### src/rtl/pipe_ctrl_pkg.sv
// Shared types and default widths for the pipeline hazard/flush/halt controller.
package pipe_ctrl_pkg;

    typedef enum logic [1:0] {
        RUN    = 2'd0,
        FLUSH  = 2'd1,
        DRAIN  = 2'd2,
        HALTED = 2'd3
    } ctrlState_e;

    localparam int DEF_OP_W   = 5;
    localparam int DEF_REG_AW = 4;
    localparam int DEF_PC_W   = 7;
    localparam logic [4:0] DEF_HALT_OP = 5'h1F;
    localparam int CNT_W      = 32;

endpackage

### src/rtl/pipe_scoreboard.sv
// Register pending-write scoreboard: one bit per register, set beats clear, r0 never pending.
module pipe_scoreboard
    import pipe_ctrl_pkg::*;
#(
    parameter int REG_AW = DEF_REG_AW
) (
    input  logic                   clk,
    input  logic                   rst_n,
    input  logic                   setEn,
    input  logic [REG_AW-1:0]      setIdx,
    input  logic                   clrEn,
    input  logic [REG_AW-1:0]      clrIdx,
    input  logic [REG_AW-1:0]      rdIdxA,
    input  logic [REG_AW-1:0]      rdIdxB,
    input  logic [REG_AW-1:0]      rdIdxC,
    output logic                   rdA,
    output logic                   rdB,
    output logic                   rdC,
    output logic [(2**REG_AW)-1:0] pendVec,
    output logic                   empty
);

    localparam int NREG = 2**REG_AW;
    localparam logic [NREG-1:0] NOT_R0 = {{(NREG-1){1'b1}}, 1'b0};

    logic [NREG-1:0] pend;
    logic [NREG-1:0] setMask;
    logic [NREG-1:0] clrMask;

    always_comb begin
        setMask = '0;
        clrMask = '0;
        if (setEn) setMask[setIdx] = 1'b1;
        if (clrEn) clrMask[clrIdx] = 1'b1;
    end

    // Clear first, then OR in the set so a same-cycle issue keeps the bit.
    always_ff @(posedge clk) begin
        if (!rst_n) pend <= '0;
        else        pend <= ((pend & ~clrMask) | setMask) & NOT_R0;
    end

    assign rdA     = pend[rdIdxA];
    assign rdB     = pend[rdIdxB];
    assign rdC     = pend[rdIdxC];
    assign pendVec = pend;
    assign empty   = (pend == '0);

endmodule

### src/rtl/pipe_hazard_ctrl.sv
// Hazard stall, taken-branch flush and HALT drain controller for the 5-stage pipeline.
// Define PIPE_PERF_EN to build the stall/flush/issue performance counters.
module pipe_hazard_ctrl
    import pipe_ctrl_pkg::*;
#(
    parameter int OP_W         = DEF_OP_W,
    parameter int REG_AW       = DEF_REG_AW,
    parameter int PC_W         = DEF_PC_W,
    parameter int FLUSH_CYCLES = 2,
    parameter logic [OP_W-1:0] HALT_OP = OP_W'(DEF_HALT_OP)
) (
    input  logic                   clk,
    input  logic                   rst_n,
    input  logic                   id_valid,
    input  logic [OP_W-1:0]        id_op,
    input  logic [REG_AW-1:0]      id_rs,
    input  logic [REG_AW-1:0]      id_rt,
    input  logic [REG_AW-1:0]      id_rd,
    input  logic                   id_rs_use,
    input  logic                   id_rt_use,
    input  logic                   id_rd_wr,
    input  logic                   ex_branch_taken,
    input  logic [PC_W-1:0]        ex_branch_target,
    input  logic                   wb_wr_en,
    input  logic [REG_AW-1:0]      wb_rd,
    output logic                   issue,
    output logic                   pc_stall,
    output logic                   id_ex_bubble,
    output logic                   if_id_flush,
    output logic                   pc_load,
    output logic [PC_W-1:0]        pc_target,
    output logic                   halted,
    output logic [(2**REG_AW)-1:0] pend_vec,
    output logic [CNT_W-1:0]       stall_cnt,
    output logic [CNT_W-1:0]       flush_cnt,
    output logic [CNT_W-1:0]       issue_cnt
);

    localparam int FCW = $clog2(FLUSH_CYCLES + 1);

    ctrlState_e     state, stateNext;
    logic [FCW-1:0] flushCnt, flushNext;
    logic           rsPend, rtPend, rdPend, sbEmpty, hazard, sbSet;

    assign sbSet = issue & id_rd_wr & (id_rd != '0) & (id_op != HALT_OP);

    pipe_scoreboard #(.REG_AW(REG_AW)) u_scoreboard (
        .clk     (clk),
        .rst_n   (rst_n),
        .setEn   (sbSet),
        .setIdx  (id_rd),
        .clrEn   (wb_wr_en),
        .clrIdx  (wb_rd),
        .rdIdxA  (id_rs),
        .rdIdxB  (id_rt),
        .rdIdxC  (id_rd),
        .rdA     (rsPend),
        .rdB     (rtPend),
        .rdC     (rdPend),
        .pendVec (pend_vec),
        .empty   (sbEmpty)
    );

    // Registered pend: a WB in this cycle still stalls, issue follows next cycle.
    assign hazard = id_valid & ((id_rs_use & rsPend) | (id_rt_use & rtPend) | (id_rd_wr & rdPend));

    always_ff @(posedge clk) begin
        if (!rst_n) begin
            state    <= RUN;
            flushCnt <= '0;
        end else begin
            state    <= stateNext;
            flushCnt <= flushNext;
        end
    end

    always_comb begin
        issue        = 1'b0;
        pc_stall     = 1'b0;
        id_ex_bubble = 1'b1;
        if_id_flush  = 1'b0;
        pc_load      = 1'b0;
        pc_target    = '0;
        stateNext    = state;
        flushNext    = flushCnt;
        if (!rst_n) begin
            pc_stall    = 1'b1;
            if_id_flush = 1'b1;
        end else begin
            unique case (state)
                RUN: begin
                    if (ex_branch_taken) begin
                        pc_load     = 1'b1;
                        pc_target   = ex_branch_target;
                        if_id_flush = 1'b1;
                        flushNext   = FCW'(FLUSH_CYCLES - 1);
                        stateNext   = (FLUSH_CYCLES > 1) ? FLUSH : RUN;
                    end else if (hazard) begin
                        pc_stall = 1'b1;
                    end else if (id_valid) begin
                        issue        = 1'b1;
                        id_ex_bubble = 1'b0;
                        if (id_op == HALT_OP) stateNext = DRAIN;
                    end
                end
                FLUSH: begin
                    if_id_flush = 1'b1;
                    flushNext   = (flushCnt != '0) ? flushCnt - 1'b1 : '0;
                    if (flushCnt <= FCW'(1)) stateNext = RUN;
                end
                DRAIN: begin
                    pc_stall = 1'b1;
                    if (sbEmpty) stateNext = HALTED;
                end
                HALTED: begin
                    pc_stall = 1'b1;
                end
                default: stateNext = RUN;
            endcase
        end
    end

    assign halted = (state == HALTED);

`ifdef PIPE_PERF_EN
    logic [CNT_W-1:0] stallCntQ, flushCntQ, issueCntQ;

    always_ff @(posedge clk) begin
        if (!rst_n) begin
            stallCntQ <= '0;
            flushCntQ <= '0;
            issueCntQ <= '0;
        end else begin
            if (pc_stall & ~halted) stallCntQ <= stallCntQ + 1'b1;
            if (if_id_flush)        flushCntQ <= flushCntQ + 1'b1;
            if (issue)              issueCntQ <= issueCntQ + 1'b1;
        end
    end

    assign stall_cnt = stallCntQ;
    assign flush_cnt = flushCntQ;
    assign issue_cnt = issueCntQ;
`else
    assign stall_cnt = '0;
    assign flush_cnt = '0;
    assign issue_cnt = '0;
`endif

endmodule

### config.mk
export PLATFORM = sky130hd
export DESIGN_NAME = pipe_hazard_ctrl
export DESIGN_NICKNAME = d
export VERILOG_FILES = /design/src/rtl/pipe_ctrl_pkg.sv /design/src/rtl/pipe_scoreboard.sv /design/src/rtl/pipe_hazard_ctrl.sv
export SDC_FILE = /design/constraint.sdc
export NUM_CORES = 1
export LEC_CHECK = 0
export CAP_MARGIN = 20
export CELL_PAD_IN_SITES_DETAIL_PLACEMENT = 1
export CELL_PAD_IN_SITES_GLOBAL_PLACEMENT = 2
export CORE_ASPECT_RATIO = 0.9
export CORE_MARGIN = 5
export CORE_UTILIZATION = 17
export DETAILED_ROUTE_END_ITERATION = 6
export GPL_TIMING_DRIVEN = 0
export MAX_ROUTING_LAYER = met4
export PLACE_DENSITY = 0.85
export RECOVER_POWER = 25
export REMOVE_ABC_BUFFERS = 1
export SLEW_MARGIN = 25
export SYNTH_ARGS = -nofsm -noshare
export SYNTH_HDL_FRONTEND = slang
export SYNTH_SLANG_ARGS = --single-unit
export TNS_END_PERCENT = 50
### constraint.sdc
create_clock -name clk -period 2.5 [get_ports clk]
set_clock_uncertainty 0.15 [all_clocks]
set_input_delay 0.375 -clock clk [delete_from_list [all_inputs] [get_ports clk]]
set_output_delay 0.375 -clock clk [all_outputs]
set_load 0.01 [all_outputs]
==> impl_results.md, run 1 <==
- Total I/O pin count: 161
- Clock tree from TritonCTS: done
- Clock-pin slew on the worst setup and hold paths: 0.06 ns
- Floorplan row count: 41
- Sequential cell area: 413 um^2
- Post-synth top flop: sky130_fd_sc_hd__dfxtp_1
- Headroom to the max-slew limit: 45.2%
- Category of cells accounting for the largest share of critical-path delay: simple AND/OR/NAND/NOR gates
- Core Footprint: 13,900 um^2
- Vias in the first global route: 2,188
- Worst-path fanout max: 3
- Static leakage power: 0.00140 uW
- Number of max-slew violations in the final report: 0
- RD Place Congestion: 0.858
- Post-synth top area cell: sky130_fd_sc_hd__buf_4
- Number of routed nets with antenna violations: 0
- End point of the critical path: issue
- Area of all placed cells without fillers: 3200 um^2
- Total detailed-routing wirelength: 8430 um
- Post-detailed-placement half-perimeter wirelength: 6240 um
- Setup slack of the most critical reg-to-reg path: -0.11 ns
- Run status: finished with violations
- Post-Route Hold Slack: 0.305 ns
- Highest attainable clock frequency: 374 MHz
- N_diodes: 0
- Detailed-routing iteration count for the pre-antenna-repair pass: 4
- Largest net degree at the start of global routing: 23
- Library cells used by synthesis: 45
- Arrival time reported for the critical path endpoint: 2.15 ns
- Worst-Margin Slew: 0.820 ns
- Floorplan die width: 135 um
- Post-detailed-placement cell area: 2790 um^2
- Synthesized flop and latch total: 19
- Clock Tree Root: sky130_fd_sc_hd__clkbuf_16
- Number of antenna violations at the first check in global routing: 0
- Violated checks: setup timing
- Cells after synthesis: 278
- Worst-skew pair later-pin latency: 0.25 ns
- DRC violations left: 0
- Number of sinks on the clock net: 19
- Initial standard-cell utilization of the core: 17.2%
- # nets final: 394
- Proportion of synthesized chip area in sequential cells: 16.0%
- Post-synth top area share: 30.6%
- Layout-stage area growth over the synthesis result: 34.6%
- Chip height: 122 um
- Reg-to-Reg Start: u_scoreboard.pendVec[3]
- Required arrival time at the worst endpoint: 1.98 ns
- Number of stages on the worst setup path: 8
- Pwr per Cell Area: 399 nW/um^2
- Post-route setup slack: -0.177 ns
- Terminus of the critical flop-to-flop path: u_scoreboard.pendVec[7]
- GRT Resource Usage Total: 9.80%
- Depth of the worst register-to-register path: 12
- Count leader, synth: sky130_fd_sc_hd__buf_4
- Count of fill cells added during filler insertion: 1,626
- Post-Syn Area: 2380 um^2
- Share of final-layout standard cells stronger than drive strength 1: 21.9%
- Number of violations reported at the end of detailed-routing iteration 0: 25
- Async set-reset flop share out of synthesis: 0%
- Cell-by-cell trace of the critical path: mux2i_1 -> mux4_2 -> or3b_1 -> and3_4 -> and4_4 -> nand3_4 -> inv_2 -> buf_6
- Total Negative Setup Slacks: -1.03 ns
- Finish-stage setup viols: 9
- List of most frequent post-synthesis cells: sky130_fd_sc_hd__buf_4 (97), sky130_fd_sc_hd__dfxtp_1 (19), sky130_fd_sc_hd__mux2i_1 (16), sky130_fd_sc_hd__o211ai_1 (13)
- Element type at the critical path end: output pin
- Mean area per synthesized cell: 8.55 um^2
- Number of buffer and inverter stages on the critical path: 2
- Largest voltage drop on the vdd net: 0.206 mV
- Total via count in the routed design: 2,119
- # H-tree levels: 1
- Via density per instance: 4.04
- Max-cap violation count: 0
- Multi-input gate area: 1660 um^2
- Area of the die: 16,400 um^2
- Port bufs: 63
- Kind of path behind the tightest hold check: flop to flop
- Yosys warning count: 0
- Unrepaired setup endpoints after global routing: true
- Total congestion overflow after global routing: 0
- Number of buffers inserted during clock tree synthesis: 3
- Final-report hold violation count: 0
- Tcrit/Tclk final: 107%
- Cell at the slowest stage of the critical path: sky130_fd_sc_hd__mux4_2
- Timing startpoint of the critical path: u_scoreboard.pendVec[3]
- Dominant cells by area after synthesis: sky130_fd_sc_hd__buf_4 (31%), sky130_fd_sc_hd__dfxtp_1 (16%), sky130_fd_sc_hd__mux2i_1 (6.7%)
- Maximum number of buffers from clock root to sink: 2
- DR WL/cell: 16.1 um
- Startpoint types: flop
- Maximum cell stage delay along the critical path: 0.46 ns
- Class of the most critical setup path: flop to output pin
- Post-layout minimum cycle time: 2.68 ns
- First-pass GRT wire length: 12,400 um
- Number of flops mapped to enable cells by yosys: 0
## cells in the final DEF (no fill, tap or decap), drive strengths merged, types with 2 or more instances in the layout
cell,count
inv,4
buf,24
nand2b,9
a211o,2
o41ai,15
conb,97
nor2,8
nand4,2
mux2,2
clkdlybuf4s15,3
dfxtp,19
o2111ai,2
nor2b,4
and3,3
nand2,9
or3b,2
nor4,3
nand3b,4
nand3,9
o211ai,13
o21ai,3
and2,7
clkbuf,4
ha,5
clkdlybuf4s50,45
a21oi,9
mux2i,16
and4,2
or2,2
dlygate4sd3,5
dlygate4sd2,3
mux4,3
o311ai,3
## area by class of cell
cell class | instances | area share, %
multi-input cells | 244 | 52.0
repair buffers | 81 | 25.3
flip-flops and latches | 19 | 12.9
well taps | 172 | 6.73
clock buffers | 3 | 2.35
inverters | 4 | 0.469
clock inverters | 1 | 0.235
## worst min-delay path, cell delays in order (launching register included)
cell,delay (ns)
sky130_fd_sc_hd__dfxtp_1,0.32
sky130_fd_sc_hd__nand2_1,0.06
sky130_fd_sc_hd__a21oi_1,0.04
## per-layer routing
layer	GRT usage [%]	up-vias	part of all wire (%)
li1	-	966	-
met2	16.9	99	51
met3	2.39	18	8.3
met4	4.26	0	2.9
met1	10.8	1036	38
met5	-	-	0
## sequential cells by signal (all words and copies together) (netlist names)
| signal | cells |
|---|---|
| flushCnt | 2 |
| state | 2 |
| u_scoreboard.pendVec | 15 |
## kinds of logic (layout without fill, tap and decap cells)
family	Yosys count	in the layout	synth area share [%]
AOI/OAI and AO/OA	55	55	20.2
adders and majority gates	5	5	2.63
buffers and inverters	111	89	33.9
DFF	19	19	16.0
muxes	21	21	10.7
other	1	97	0.158
and+or+nand+nor	66	66	16.5
## power by group
group | switching (uW) | internal (uW) | leakage, uW | total (uW)
registers | 30.0 | 320 | 0.000161 | 350
logic | 340 | 248 | 0.00121 | 588
clock network | 123 | 216 | 0.0000371 | 340
total | 493 | 784 | 0.00140 | 1280
## worst min path at each step
stage / from / end / slack, ns / cells past startpoint
finish: flushCnt[1] / flushCnt[1] / 0.31 / 2
global route: flushCnt[1] / flushCnt[1] / 0.34 / 2
CTS: flushCnt[1] / flushCnt[1] / 0.31 / 2
detailed placement: flushCnt[1] / flushCnt[1] / 0.30 / 2
global placement: flushCnt[1] / flushCnt[1] / 0.29 / 2
floorplan: flushCnt[1] / flushCnt[1] / 0.27 / 2
## stage by stage
| stage | setup WS [ns] | std cells | power (uW) | util (%) |
|---|---|---|---|---|
| 2_1_floorplan | 0.0343 | 267 | 669 | - |
| 3_3_place_gp | -1.22 | 502 | 866 | 20.2 |
| 3_5_place_dp | -1.28 | 502 | 891 | 20.2 |
| 4_1_cts | -0.223 | 524 | 1270 | 23.0 |
| 5_1_grt | -0.236 | 524 | 1350 | 23.1 |
| 6_report | -0.177 | 524 | 1280 | 23.1 |
## timing repair
action	4_1_cts	5_1_grt
setup endpoints to repair	29	29
gates cloned	1	0
hold buffers	0	0
resized for setup	85	9
buffers inserted	17	0
pin swaps	22	3
(Power assumes the default switching activity.)
==> run 2, diff against run 1 <==
--- a/config.mk
+++ b/config.mk
@@ -5,7 +5,6 @@
 export SDC_FILE = /design/constraint.sdc
 export NUM_CORES = 1
 export LEC_CHECK = 0
-export CAP_MARGIN = 20
 export CELL_PAD_IN_SITES_DETAIL_PLACEMENT = 1
 export CELL_PAD_IN_SITES_GLOBAL_PLACEMENT = 2
 export CORE_ASPECT_RATIO = 0.9
@@ -14,7 +13,7 @@
 export DETAILED_ROUTE_END_ITERATION = 6
 export GPL_TIMING_DRIVEN = 0
 export MAX_ROUTING_LAYER = met4
-export PLACE_DENSITY = 0.85
+export PLACE_DENSITY = 0.83
 export RECOVER_POWER = 25
 export REMOVE_ABC_BUFFERS = 1
 export SLEW_MARGIN = 25
==> impl_results.md, run 2 (same netlist as run 1, synthesis figures left out) <==
- Most common cell after layout, fill and taps aside: sky130_fd_sc_hd__conb_1
- # nets final: 389 (-1.3%)
- Number of max-slew violations in the final report: 0 (unchanged)
- Port bufs: 63 (unchanged)
- Cell at the slowest stage of the critical path: sky130_fd_sc_hd__mux4_2
- Internal portion of total power: 779 uW (-0.55%)
- Post-detailed-placement half-perimeter wirelength: 6190 um (-0.73%)
- Chip height: 122 um (unchanged)
- Count of hold-fix buffers inserted at cts: 0 (unchanged)
- Total I/O pin count: 161 (unchanged)
- Finish-stage setup viols: 5 (-4)
- Cell-by-cell trace of the critical path: mux2i_1 -> mux4_2 -> or3b_1 -> and3_4 -> nand3_2 -> a311oi_2 -> o21ai_1 -> buf_2
- # H-tree levels: 1 (unchanged)
- Core Footprint: 13,900 um^2 (unchanged)
- N_diodes: 0 (unchanged)
- Worst-Margin Slew: 1.04 ns (+0.220 ns)
- Detailed-routing iteration count for the pre-antenna-repair pass: 4 (unchanged)
- Unrepaired setup endpoints after global routing: true
- Maximum cell stage delay along the critical path: 0.46 ns (about the same)
- Arrival time reported for the critical path endpoint: 2.25 ns (+0.10 ns)
- Max-cap violation count: 0 (unchanged)
- Maximum number of buffers from clock root to sink: 2 (unchanged)
- Highest attainable clock frequency: 361 MHz (-3.4%)
- Reg power frac: 27.9% (+0.5 points)
- Area of the die: 16,400 um^2 (unchanged)
- Number of buffer and inverter stages on the critical path: 1 (-1)
- Switching power share of the total: 38.8% (+0.15 points)
- Fraction of met1 tracks used by global routing: 11.0% (+0.22 points)
- Peak-usage layer in the global routing report: met2
- Depth of the worst register-to-register path: 10 (-2)
- Clock tree from TritonCTS: done
- Final-report hold violation count: 0 (unchanged)
- Via density per instance: 4.04 (-0.13%)
- Largest voltage drop on the vdd net: 0.185 mV (-10%)
- Tcrit/Tclk final: 111% (+3.8 points)
- Sequential cell area: 412 um^2 (-0.30%)
- Cell total after placement: 502 (unchanged)
- Vias in the first global route: 2,105 (-3.8%)
- Number of routed nets with antenna violations: 0 (unchanged)
- Initial standard-cell utilization of the core: 17.2% (unchanged)
- Floorplan die width: 135 um (unchanged)
- Fraction of power consumed by combinational cells: 45.7% (-0.3 points)
- Post-layout minimum cycle time: 2.77 ns (+0.0948 ns)
- Count of fill cells added during filler insertion: 1,635 (+0.55%)
- Total power: 1270 uW (-0.31%)
- Kind of path behind the tightest hold check: flop to flop
- Class of the most critical setup path: flop to output pin
- Required arrival time at the worst endpoint: 1.98 ns (about the same)
- Final core occ: 23.1% (-0.027 points)
- Number of violations reported at the end of detailed-routing iteration 0: 85 (+240%)
- Pre-CTS setup slack: -1.23 ns (+0.0501 ns)
- RD Place Congestion: 0.852 (-0.69%)
- Top library cells by usage in the layout, fill and taps aside: sky130_fd_sc_hd__conb_1 (97), sky130_fd_sc_hd__clkdlybuf4s50_1 (43), sky130_fd_sc_hd__mux2i_1 (16)
- Portion of total power attributed to the clock network: 26.4% (-0.2 points)
- DRC violations left: 0 (unchanged)
- First-pass GRT wire length: 11,900 um (-4.4%)
- Worst-path fanout max: 2 (-1)
- Violated checks: setup timing
- Number of flip-flops in the largest register: 15 (unchanged)
- GRT Resource Usage Total: 9.38% (-0.42 points)
- Layout-stage area growth over the synthesis result: 34.5%
- Pwr per Cell Area: 398 nW/um^2 (-0.19%)
- Number of buffers inserted during clock tree synthesis: 3 (unchanged)
- Startpoint types: flop
- Headroom to the max-slew limit: 30.4% (-15 points)
- Share of final-layout standard cells stronger than drive strength 1: 20.2% (-1.7 points)
- Number of antenna violations at the first check in global routing: 0 (unchanged)
- Post-route insts no fill: 519 (-0.95%)
- Element type at the critical path end: output pin
- Number of stages on the worst setup path: 8 (unchanged)
- Category of cells accounting for the largest share of critical-path delay: simple AND/OR/NAND/NOR gates
- Total via count in the routed design: 2,096 (-1.1%)
- Largest net degree at the start of global routing: 23 (unchanged)
- Total detailed-routing wirelength: 8000 um (-5.1%)
- Switching power: 493 uW (about the same)
- Clock Tree Root: sky130_fd_sc_hd__clkbuf_16
- Post-route setup slack: -0.271 ns (-0.0948 ns)
- Met2 track demand over resource: 15.8% (-1.1 points)
- Floorplan row count: 41 (unchanged)
- Number of sinks on the clock net: 19 (unchanged)
- Static leakage power: 0.00148 uW (+5.3%)
- Grt met3 use: 2.23% (-0.17 points)
- Run status: finished with violations
- DR WL/cell: 15.4 um (-4.1%)
- Clock-pin slew on the worst setup and hold paths: 0.06 ns (about the same)
- Multi-input gate area: 1710 um^2 (+2.6%)
- Worst Hold Path Cells: 2 (unchanged)
- Total congestion overflow after global routing: 0 (unchanged)
- Worst-skew pair later-pin latency: 0.26 ns (about the same)
## run 2: path summary, 6_finish.rpt
kind,from,to,slack [ns]
setup / recovery,u_scoreboard.pendVec[3],pc_stall,-0.27
setup reg to reg,u_scoreboard.pendVec[4],u_scoreboard.pendVec[15],-0.07
hold reg to reg,flushCnt[1],flushCnt[1],0.32
hold / removal,flushCnt[1],flushCnt[1],0.32
## run 2: cell type report
class                   count  share of cell area [%]
flip-flops and latches     19                    12.9
clock buffers               3                    2.35
inverters                   4                   0.470
well taps                 172                    6.73
repair buffers             76                    24.0
multi-input cells         244                    53.4
clock inverters             1                   0.157
## run 2: worst register-to-register path, delay by kind of cell, from the launching register on
kind                   cells  cell delay (ns)
AO/OA/AOI/OAI              2             0.47
buffers and inverters      4             0.56
flip-flops                 1             0.35
multiplexers               1             0.46
AND/OR/NAND/NOR            3             0.49
## run 2: stage by stage
stage          TNS, ns  instance area [um^2]  hold slack, ns
2_1_floorplan        0                  1950           0.275
3_3_place_gp    -18.43                  2790           0.295
3_5_place_dp    -19.33                  2790           0.302
4_1_cts         -0.568                  2980           0.320
5_1_grt          -1.47                  3200           0.332
6_report        -0.705                  3200           0.318
## run 2: routing by layer
metal  wire [um]  vias to the layer above  share of wire (%)
met5           0                        -                  0
met4         131                        0                1.6
met3         570                        7                7.1
met2        4060                       88                 51
met1        3240                     1040                 40
li1            -                      961                  -
## run 2: repair_timing
item	CTS	global route
cloned	0	1
pin swaps	1	19
resized for setup	63	32
endpoints found under the setup margin	29	25
endpoints found under the hold margin	0	0
setup buffers	9	3
## run 2: power groups by stage
stage          clock, uW  combinational, uW  sequential, uW
2_1_floorplan          0                314             355
3_3_place_gp           0                510             360
3_5_place_dp           0                524             366
4_1_cts              343                544             352
5_1_grt              353                636             359
6_report             336                582             355
